File: src/rtl/dither_pos_sequencer.sv
// Dither position sequencer: frame/line tracking, noise tile coordinates and a 2-entry result FIFO.
// Optional temporal offset stepping is enabled with `define DITHER_TEMPORAL_EN.
module dither_pos_sequencer #(
  parameter logic [3:0] X_STEP = 4'd5,
  parameter logic [5:0] Y_STEP = 6'd23
) (
  input  logic        clk,
  input  logic        rst,
  input  logic        in_valid,
  output logic        in_ready,
  input  logic [31:0] in_data,
  input  logic        in_sof,
  input  logic        in_sol,
  output logic [31:0] dith_vin,
  output logic [3:0]  dith_x,
  output logic [5:0]  dith_y,
  input  logic [15:0] dith_vout,
  output logic        out_valid,
  input  logic        out_ready,
  output logic [15:0] out_data,
  output logic        out_sof,
  output logic        out_sol
);

  typedef enum logic {IDLE, RUN} state_t;

  state_t      state, state_nxt;
  logic [1:0]  fifo_count;
  logic        inflight;
  logic        sof_d, sol_d;
  logic [3:0]  x_cnt, x_cur, x_off_cur;
  logic [5:0]  y_cnt, y_cur, y_off_cur;
  logic [17:0] fifo_mem [2];
  logic        rd_ptr, wr_ptr;
  logic        in_frame, accept, issue, push, pop;
  logic [2:0]  occupancy;

  assign in_frame  = (state == RUN) || in_sof;
  assign pop       = out_valid && out_ready;
  assign push      = inflight;
  // A pop in this cycle frees a slot for the beat issued now, sustaining one beat per cycle.
  assign occupancy = {1'b0, fifo_count} + {2'b00, inflight} - {2'b00, pop};
  assign in_ready  = in_frame ? (occupancy < 3'd2) : 1'b1;
  assign accept    = in_valid && in_ready;
  assign issue     = accept && in_frame;

  always_ff @(posedge clk) begin
    // NOTE: sequential state uses non-blocking assignments so every register samples pre-edge values.
    if (rst) state <= IDLE;
    else     state <= state_nxt;
  end

  always_comb begin
    // NOTE: defaults first so no path leaves a variable unassigned, which would infer a latch.
    state_nxt = state;
    if (state == IDLE && issue) state_nxt = RUN;
  end

  // Coordinates of the beat presented now, before the counters are updated.
  always_comb begin
    x_cur = x_cnt + 4'd1;
    y_cur = y_cnt;
    if (in_sof || in_sol) x_cur = '0;
    if (in_sof)           y_cur = '0;
    else if (in_sol)      y_cur = y_cnt + 6'd1;
  end

`ifdef DITHER_TEMPORAL_EN
  logic [3:0] x_off;
  logic [5:0] y_off;
  logic       sof_seen;

  always_comb begin
    x_off_cur = x_off;
    y_off_cur = y_off;
    if (in_sof && sof_seen) begin
      x_off_cur = x_off + X_STEP;
      y_off_cur = y_off + Y_STEP;
    end
  end

  always_ff @(posedge clk) begin
    if (rst) begin
      x_off    <= '0;
      y_off    <= '0;
      sof_seen <= 1'b0;
    end else if (issue && in_sof) begin
      x_off    <= x_off_cur;
      y_off    <= y_off_cur;
      sof_seen <= 1'b1;
    end
  end
`else
  // Offsets are fixed at zero; the masked parameters keep the interface identical in both builds.
  assign x_off_cur = X_STEP & 4'h0;
  assign y_off_cur = Y_STEP & 6'h00;
`endif

  assign dith_vin = in_data;
  assign dith_x   = x_cur + x_off_cur;
  assign dith_y   = y_cur + y_off_cur;

  always_ff @(posedge clk) begin
    if (rst) begin
      x_cnt    <= '0;
      y_cnt    <= '0;
      inflight <= 1'b0;
      sof_d    <= 1'b0;
      sol_d    <= 1'b0;
    end else begin
      inflight <= issue;
      sof_d    <= in_sof;
      sol_d    <= in_sol;
      if (issue) begin
        x_cnt <= x_cur;
        y_cnt <= y_cur;
      end
    end
  end

  // NOTE: FIFO storage is not reset; fifo_count gates every read, so stale entries are never visible.
  always_ff @(posedge clk) begin
    if (push) fifo_mem[wr_ptr] <= {dith_vout, sof_d, sol_d};
  end

  always_ff @(posedge clk) begin
    if (rst) begin
      fifo_count <= '0;
      rd_ptr     <= 1'b0;
      wr_ptr     <= 1'b0;
    end else begin
      if (push) wr_ptr <= ~wr_ptr;
      if (pop)  rd_ptr <= ~rd_ptr;
      case ({push, pop})
        2'b10:   fifo_count <= fifo_count + 2'd1;
        2'b01:   fifo_count <= fifo_count - 2'd1;
        default: fifo_count <= fifo_count;
      endcase
    end
  end

  assign out_valid = (fifo_count != 2'd0);
  assign out_data  = out_valid ? fifo_mem[rd_ptr][17:2] : '0;
  assign out_sof   = out_valid && fifo_mem[rd_ptr][1];
  assign out_sol   = out_valid && fifo_mem[rd_ptr][0];

endmodule

File: config.mk
export PLATFORM = sky130hd
export DESIGN_NAME = dither_pos_sequencer
export DESIGN_NICKNAME = d
export VERILOG_FILES = /design/src/rtl/dither_pos_sequencer.sv
export SDC_FILE = /design/constraint.sdc
export NUM_CORES = 1
export LEC_CHECK = 0
export ABC_AREA = 1
export CORE_ASPECT_RATIO = 1.5
export CORE_UTILIZATION = 38
export DETAILED_ROUTE_END_ITERATION = 6
export HOLD_SLACK_MARGIN = 0.03
export PLACE_DENSITY_LB_ADDON = 0.1
export SYNTH_ARGS = -nofsm -noshare
export SYNTH_HDL_FRONTEND = slang
export SYNTH_SLANG_ARGS = --single-unit
File: constraint.sdc
create_clock -name clk -period 2.7 [get_ports clk]
set_clock_uncertainty 0.15 [all_clocks]
set_input_delay 0.81 -clock clk [delete_from_list [all_inputs] [get_ports clk]]
set_output_delay 0.81 -clock clk [all_outputs]
set_load 0.01 [all_outputs]
==> results.txt <==
io pins = 116
starting density of the core = 0.3964
ANT nets after route = 0
Residual DRC = 0
DRC violation total after the first TritonRoute iteration = 51
CTS HTree Levels = 2
largest net degree at the start of global routing = 20
1st-pass router iterations = 4
critical path fanouts, max = 3
Final Setup Violations = 1
dpl hpwl = 3512 um
Longest Clk Path Bufs = 2
wire length per cell = 12.71 um
violations in the final reports = setup timing
arrival time at the worst endpoint = 1.97 ns
cells along the critical path = buf_12 -> inv_12 -> nor2_4 -> nand2_2 -> nand3_2 -> fa_2 -> nand2_4 -> o21ai_2 -> buf_2
NumNets Final = 393
Worst Max-Slew Pin Slew = 0.7611 ns
Crit Path Category = in -> out
Port Buffers = 51
Synth Flop Type = edfxtp_1
final period utilization = 1.084
critical path capture point type = primary output
total power = 2.638 mW
VDD IR max = 0.0004476 V
area share of the leading cell type in the synthesized netlist = 0.4176
initial antenna violation count = 0
Routed Wire Length = 5238 um
Startpoint Class = input pin
Worst path max stage delay = 0.57 ns
Syn Nets = 338
Overflow after GRT = 0
CP required = 1.74 ns
maxcap violations = 0
clk_lat worst skew = 0.31 ns
# diodes = 0
FFs w/ async S/R, synth = 0
Worst slew margin = 0.4920
Setup TNS = -0.2277 ns
CTS tree = done
Max Clock Freq = 341.6 MHz
status = finished with violations
via count = 1941
Clock Pin Slew Worst Setup and Hold Paths = 0.10 ns
main area contributors after synthesis = edfxtp_1 (42%), dfxtp_1 (15%), nand2_1 (10%)
Post-synth EDFFs = 36
Area Overhead vs Synth = 28.18%
Die Y-Extent = 103.1 um
fin crit period = 2.928 ns
worst setup margin = -0.2277 ns
HP Class = reg -> reg
Final Hold Fails = 0
Die ar. = 7153 um^2
synthesized instance count = 280
vias in the first global route = 1886
Cell variety after synth = 26
power density over the cells = 795.1 nW/um^2
highest-delay cell along the critical path = fa_2
global-route wire length before repair = 8583 um
Slew Limit Fails = 0
ratio of cells with drive above 1 in the final layout = 0.2440
Sinks on Clock Net = 55
Seq cells post-synth = 55
mean post-synth cell area = 9.245 um^2
Post-Syn Area = 2589 um^2
leakage power = 1.394 nW
FP Rows = 36
area leader, netlist = edfxtp_1
GR Util All Layers = 0.1552
GPL Wtd Cong = 0.8110
DR vias/cell = 4.711
Ys Warns = 0
dpl ws = -1.274 ns
RSZ-0062 raised after global routing = yes
Die W = 69.39 um
total CTS buffers = 5
CTS root buf = clkbuf_8
CTS hold repair buffers = 0
Seq/Total Area, Yosys = 0.5645
core area = 6531 um^2
cells by family after synthesis:
| group | count (synthesis) | share of synthesized area |
|---|---|---|
| simple gates | 120 | 0.1938 |
| xor+xnor | 1 | 0.003384 |
| flops | 55 | 0.5645 |
| compound gates | 36 | 0.07202 |
| fa+ha+maj | 4 | 0.02223 |
| buf+inv | 64 | 0.1440 |
metrics by stage:
stage	util	hold WS, ns	instances	area, um^2
global placement	0.4793	0.2548	392	3131
CTS	0.5036	0.2902	410	3289
finish	0.5080	0.2885	412	3318
global route	0.5080	0.3035	412	3318
floorplan	-	0.2537	280	2613
detailed placement	0.4793	0.2650	392	3131
layer usage:
layer | GRT usage | wire [um] | vias to the layer above
li1 | - | - | 977
met1 | 0.1489 | 2089 | 892
met2 | 0.3017 | 2781 | 60
met3 | 0.04594 | 276 | 12
met4 | 0.07378 | 90 | 0
met5 | 0 | 0 | -
placed cells by master, fill, tap and decap left out, drive strengths merged, types with 5 or more instances in the layout:
cell type       n
edfxtp         36
buf            44
clkbuf          5
dfxtp          19
o21ai           9
nand2          72
nand3          10
inv            26
clkdlybuf4s50  37
a21oi          26
nor2           35
flip-flops by register name (all words and copies together) (netlist names), named ones only:
register    flops
x_cnt           4
wr_ptr          1
rd_ptr          1
sol_d           1
y_cnt           6
sof_d           1
fifo_count      2
inflight        1
state           1
fifo_mem       36
cells in the mapped netlist, types with 2 or more instances:
cell / count
inv_1: 24
nor2_2: 2
o21ai_0: 9
a21oi_1: 25
buf_2: 4
nand3_1: 9
nor2_4: 2
buf_4: 32
nand2_2: 3
nor2_1: 31
ha_1: 3
dfxtp_1: 19
edfxtp_1: 36
nand2_1: 69
layout make-up:
| class | count | area, um^2 |
|---|---|---|
| well taps | 76 | 95.09 |
| clock inverters | 3 | 18.77 |
| clock buffers | 5 | 68.82 |
| repair buffers | 86 | 754.5 |
| multi-input cells | 161 | 805.8 |
| flip-flops and latches | 55 | 1464 |
| inverters | 26 | 111.4 |
| fillers | 622 | 3213 |
timing repair:
item / in CTS / in global routing
resized for setup: 57 / 8
pin swaps: 8 / 3
setup endpoints to repair: 39 / 23
setup buffers: 10 / 2
final timing paths:
| path | start | to | slack, ns | cells after the start |
|---|---|---|---|---|
| setup / recovery | out_ready | in_ready | -0.23 | 9 |
| hold / removal | sof_d | fifo_mem[1][1] | 0.29 | 0 |
| setup reg to reg | fifo_count[1] | y_cnt[2] | 0.51 | 9 |
| hold reg to reg | sof_d | fifo_mem[1][1] | 0.29 | 0 |
critical path, delay by kind of cell:
| kind | cells | cell delay (ns) |
|---|---|---|
| simple gates | 4 | 0.25 |
| buf+inv | 3 | 0.29 |
| fa+ha+maj | 1 | 0.57 |
| compound gates | 1 | 0.05 |
power breakdown:
group	switching, mW	leakage [nW]	internal (mW)
combinational	0.565	0.861	0.528
sequential	0.0725	0.484	1.02
clock	0.270	0.0483	0.183
No activity file was read; power rests on OpenSTA's default activity.
